## src/rtl/alu_seq.sv

```systemverilog
// alu_seq: handshaked integer ALU with one-cycle ADD/SUB and an iterative
// shift-add multiplier retiring MUL_STEP multiplier bits per cycle.
// Optional feature macro: ALU_MULH_EN (opcode 11 returns the high half of
// the unsigned product; otherwise opcode 11 is reported as illegal).
module alu_seq #(
  parameter int unsigned WIDTH    = 32,
  parameter int unsigned MUL_STEP = 1
) (
  input  logic             clock,
  input  logic             reset_n,
  input  logic             in_valid,
  output logic             in_ready,
  input  logic [1:0]       opcode,
  input  logic [WIDTH-1:0] a,
  input  logic [WIDTH-1:0] b,
  output logic             out_valid,
  input  logic             out_ready,
  output logic [WIDTH-1:0] result,
  output logic             illegal,
  output logic             busy
);

  localparam int unsigned N_STEPS = WIDTH / MUL_STEP;
  localparam int unsigned CNT_W   = (N_STEPS > 1) ? $clog2(N_STEPS) : 1;
`ifdef ALU_MULH_EN
  localparam int unsigned AW      = 2 * WIDTH;
`else
  // Only the low half is ever returned, so the accumulator can be narrow.
  localparam int unsigned AW      = WIDTH + MUL_STEP;
`endif

  localparam logic [1:0] OP_ADD  = 2'b00;
  localparam logic [1:0] OP_SUB  = 2'b01;
  localparam logic [1:0] OP_MUL  = 2'b10;
  localparam logic [1:0] OP_MULH = 2'b11;

  typedef enum logic [1:0] {IDLE, MUL_BUSY, DONE} state_t;

  state_t             state, state_nxt;
  logic [AW-1:0]      mcand;
  logic [AW-1:0]      acc;
  logic [AW-1:0]      acc_step;
  logic [WIDTH-1:0]   mplier;
  logic [CNT_W-1:0]   cnt;
  logic               is_mul_c;
`ifdef ALU_MULH_EN
  logic               want_high;
`endif

  assign in_ready = (state == IDLE);
  assign busy     = (state != IDLE);

  // Opcodes that go through the multiplier engine.
  always_comb begin
    is_mul_c = (opcode == OP_MUL);
`ifdef ALU_MULH_EN
    if (opcode == OP_MULH) is_mul_c = 1'b1;
`endif
  end

  // State register.
  always_ff @(posedge clock or negedge reset_n) begin
    if (!reset_n) state <= IDLE;
    else          state <= state_nxt;
  end

  // Next-state logic.
  always_comb begin
    state_nxt = state;
    case (state)
      IDLE:     if (in_valid) state_nxt = is_mul_c ? MUL_BUSY : DONE;
      MUL_BUSY: if (cnt == '0) state_nxt = DONE;
      DONE:     if (out_ready) state_nxt = IDLE;
      default:  state_nxt = IDLE;
    endcase
  end

  // One multiplier step: add the shifted multiplicand for each set bit.
  always_comb begin
    acc_step = acc;
    for (int unsigned i = 0; i < MUL_STEP; i++) begin
      if (mplier[i]) acc_step = acc_step + (mcand << i);
    end
  end

  // Operand capture, multiplier iteration and result holding.
  always_ff @(posedge clock or negedge reset_n) begin
    if (!reset_n) begin
      mcand     <= '0;
      mplier    <= '0;
      acc       <= '0;
      cnt       <= '0;
      result    <= '0;
      illegal   <= 1'b0;
      out_valid <= 1'b0;
`ifdef ALU_MULH_EN
      want_high <= 1'b0;
`endif
    end else begin
      case (state)
        IDLE: begin
          if (in_valid) begin
            illegal <= 1'b0;
            if (is_mul_c) begin
              mcand  <= AW'(a);
              mplier <= b;
              acc    <= '0;
              cnt    <= CNT_W'(N_STEPS - 1);
`ifdef ALU_MULH_EN
              want_high <= (opcode == OP_MULH);
`endif
            end else begin
              out_valid <= 1'b1;
              case (opcode)
                OP_ADD:  result <= a + b;
                OP_SUB:  result <= a - b;
                default: begin
                  result  <= '0;
                  illegal <= 1'b1;
                end
              endcase
            end
          end
        end
        MUL_BUSY: begin
          acc    <= acc_step;
          mcand  <= mcand << MUL_STEP;
          mplier <= mplier >> MUL_STEP;
          if (cnt == '0) begin
            out_valid <= 1'b1;
`ifdef ALU_MULH_EN
            result <= want_high ? acc_step[2*WIDTH-1:WIDTH] : acc_step[WIDTH-1:0];
`else
            result <= acc_step[WIDTH-1:0];
`endif
          end else begin
            cnt <= cnt - CNT_W'(1);
          end
        end
        DONE: begin
          if (out_ready) out_valid <= 1'b0;
        end
        default: out_valid <= 1'b0;
      endcase
    end
  end

endmodule

```

## config.mk

```make
export PLATFORM = sky130hd
export DESIGN_NAME = alu_seq
export DESIGN_NICKNAME = d
export VERILOG_FILES = /design/src/rtl/alu_seq.sv
export SDC_FILE = /design/constraint.sdc
export NUM_CORES = 1
export LEC_CHECK = 0
export CORE_AREA = 4 4 147 149
export CTS_BUF_LIST = sky130_fd_sc_hd__clkbuf_4 sky130_fd_sc_hd__clkbuf_8
export DETAILED_ROUTE_END_ITERATION = 7
export DIE_AREA = 0 0 151 153
export PLACE_DENSITY = 0.78
export SETUP_SLACK_MARGIN = 0.5
export SYNTH_ARGS = -nofsm -noshare
export SYNTH_HDL_FRONTEND = slang
export SYNTH_SLANG_ARGS = --single-unit
```

## constraint.sdc

```tcl
create_clock -name clock -period 8 [get_ports clock]
set_input_delay 1.2 -clock clock [delete_from_list [all_inputs] [get_ports clock]]
set_output_delay 1.2 -clock clock [all_outputs]
set_load 0.03 [all_outputs]
```

==> run summary <==
kind of critical path = in -> reg
Peak Freq = 0.184 GHz
Post-synth EDFFs = 0
Core Util, Final = 57.6%
Core Footprint = 20200 um^2
Pint = 0.00233 W
first-pass detailed-route iteration total = 7
CP Capture Type = flip-flop
gpl congestion = 0.921
initial antenna violation count = 0
post-synth top area share = 34.3%
CP startpoint kind = primary input
min Tclk post-route = 5.43 ns
Root Driver = clkbuf_8
synth unique cells = 82
Remaining Overflow, GRT = 0
setup tns final = 0 ns
Logic pwr share = 60.0%
MaxCap Viol Count = 0
Slew Limit Fails = 0
Clock Path Buffers = 2
crit-path max FO = 6
Worst EP required = 8.38 ns
switching share of power = 47.8%
Sequential Power Share = 28.2%
CTS tree = built
hold crit path type = reg -> reg
Die Width = 151 um
pin count of the biggest net entering global routing = 90
Layout area overhead = 16.1%
leakage = 5.16 nW
remaining routing DRC violations = 0
Worst-Skew Late Latency = 0.47 ns
hold_buf cts = 0
max incr delay on CP = 0.51 ns
clock sinks = 137
NetSw = 0.00214 W
top-count cell post-synth = nand2_1
I/O pins = 106
register area share after synthesis = 34.3%
Cell Rows = 52
Final setup viols = 0
DRT iter0 DRCs = 710
power density over the cells = 385 nW/um^2
Synthesized Nets = 1352
CP bufs+invs = 2
Top FF cell, synth = dfrtp_1
die height = 153 um
Worst-path clk slew = 0.08 ns
clock share of power = 11.8%
Initial Util = 49.6%
ANT nets after route = 0
Yosys warning count = 0
routed wire length per instance = 18.1 um
outcome = completed
CP cell instances = clkdlybuf4s50_1 > or3_4 > or3b_1 > nor3b_2 > nand3b_1 > or2_1 > nor3b_2 > a21oi_1 > xnor2_1 > ha_1 > inv_1 > o21bai_1 > a21o_1 > o21ai_0 > nand2b_1 > a21oi_1 > o21bai_1 > a2111o_1 > o21a_1 > o211ai_2
Via Count = 9406
Worst Tran Pin Value = 1.14 ns
Resize count post-CTS = 0
cell family with most CP delay = simple AND/OR/NAND/NOR gates
GRT Util Overall = 24.9%
period utilisation layout = 67.8%
buffer count from post-CTS setup fixing = 0
Final Hold Fails = 0
Slew Limit Headroom = 22.9%
Detail Placement HPWL = 21100 um
H-tree Lvls = 4
Routed WL = 28500 um
Die Footprint = 23100 um^2
Syn Std Cell Area = 10000 um^2
first-pass GRT wire length = 45900 um
Placed Cells = 1541
share of cells above drive strength 1 = 6.52%
crit path DAT = 5.81 ns
Post-synth ARST share = 100%
Inserted Clock Buffers = 17
synthesized instance count = 1215
Synth area leaders = dfrtp_1 34%, nand2_1 8.7%, ha_1 8.1%, a31oi_1 5.0%, nor2_1 4.9%
Port Buf Inserts = 105
RSZ-0062 raised after global routing = no
register bit total from synthesis = 137
mean post-synth cell area = 8.24 um^2
# diodes = 0
Synth top cells by count = 233 x nand2_1, 137 x dfrtp_1, 131 x nor2_1, 80 x a31oi_1, 79 x a21oi_1
Layout Nets = 1427
area leader, netlist = dfrtp_1
Peak VDD IR = 256 uV
Post-Layout Cell Count = 1573
slowest stage cell, crit path = clkdlybuf4s50_1
vias per cell = 5.98
vias in the first global route = 8843
clock skew = 0.0148 ns
cells in the final DEF, fill, tap and decap left out, drive strengths merged, types with 20 or more instances in the layout:
| cell | Yosys | final |
|---|---|---|
| xor2 | 36 | 36 |
| a21oi | 79 | 79 |
| clkdlybuf4s50 | 0 | 104 |
| inv | 28 | 29 |
| dfrtp | 137 | 137 |
| ha | 65 | 65 |
| o21ai | 61 | 61 |
| nand2 | 235 | 235 |
| a31oi | 80 | 80 |
| a21o | 42 | 42 |
| nor2 | 131 | 131 |
| clkbuf | 49 | 20 |
| xnor2 | 45 | 45 |
flip-flops by register name (all words and copies together), names as in the netlist:
| register | count |
|---|---|
| state | 2 |
| mplier | 32 |
| cnt | 5 |
| result | 32 |
| mcand | 32 |
| acc | 32 |
| out_valid | 1 |
| illegal | 1 |
final cells by class:
cell class                 instances  area, um^2
timing repair buffer             115        1130
multi-input combinational        991        6270
clock buffer                      20         275
sequential                       137        3430
clock inverter                    12        75.1
tap                              270         338
inverter                          28         105
fill                            1834        8550
metrics by stage:
stage	setup slack, ns	total power, W	hold slack (ns)	area, um^2
5_1_grt	2.28	0.00483	0.510	11600
6_report	2.57	0.00447	0.469	11600
3_5_place_dp	2.12	0.00392	0.456	11300
3_3_place_gp	2.24	0.00386	0.452	11300
2_1_floorplan	3.11	0.00319	0.453	10000
4_1_cts	2.58	0.00446	0.473	11600
power groups by stage:
stage          combinational [W]  sequential [W]  clock [W]
2_1_floorplan            0.00186         0.00133          0
3_3_place_gp             0.00260         0.00126          0
3_5_place_dp             0.00265         0.00127          0
4_1_cts                  0.00267         0.00126   0.000533
5_1_grt                  0.00296         0.00130   0.000564
6_report                 0.00268         0.00126   0.000527
routing by layer:
layer  GRT usage, %  up-vias  share of wire, %
met4           8.72        0               2.5
met2           38.1      371                46
met3           4.32       53               7.7
li1               -     4502                 -
met5              0        -                 0
met1           35.6     4480                44
worst register-to-register path: stages, from the launching register on:
cell and delay, ns:
dfrtp_1 0.41, ha_1 0.28, fa_1 0.47, a211oi_2 0.29, o21bai_2 0.15, o221ai_1 0.37
o21a_1 0.26, o31ai_4 0.11, a221oi_4 0.39, o21bai_1 0.14, xor2_1 0.19, a221oi_1 0.38
a21oi_1 0.11
path summary, 6_finish.rpt:
path	cells past startpoint	slack (ns)	end	from
max reg2reg	12	4.32	result[24]	mcand[0]
max in group asynchronous	2	5.95	mplier[13]	reset_n
min in group asynchronous	1	0.80	mcand[24]	reset_n
min	2	0.47	result[5]	result[5]
max	20	2.57	result[31]	b[3]
min reg2reg	2	0.47	result[5]	result[5]
kinds of logic (layout without fill, tap and decap cells):
kind of cell             count (synthesis)  count (layout)  share of synthesized area, %
multiplexers                            18              18                          1.83
AO/OA/AOI/OAI                          364             364                          24.5
flip-flops                             137             137                          34.3
buffers and inverters                   87             175                          3.26
XOR/XNOR                                81              81                          7.09
adder cells (fa/ha/maj)                 67              67                          8.53
AND/OR/NAND/NOR                        461             461                          20.5
No activity file was read; power rests on OpenSTA's default activity.
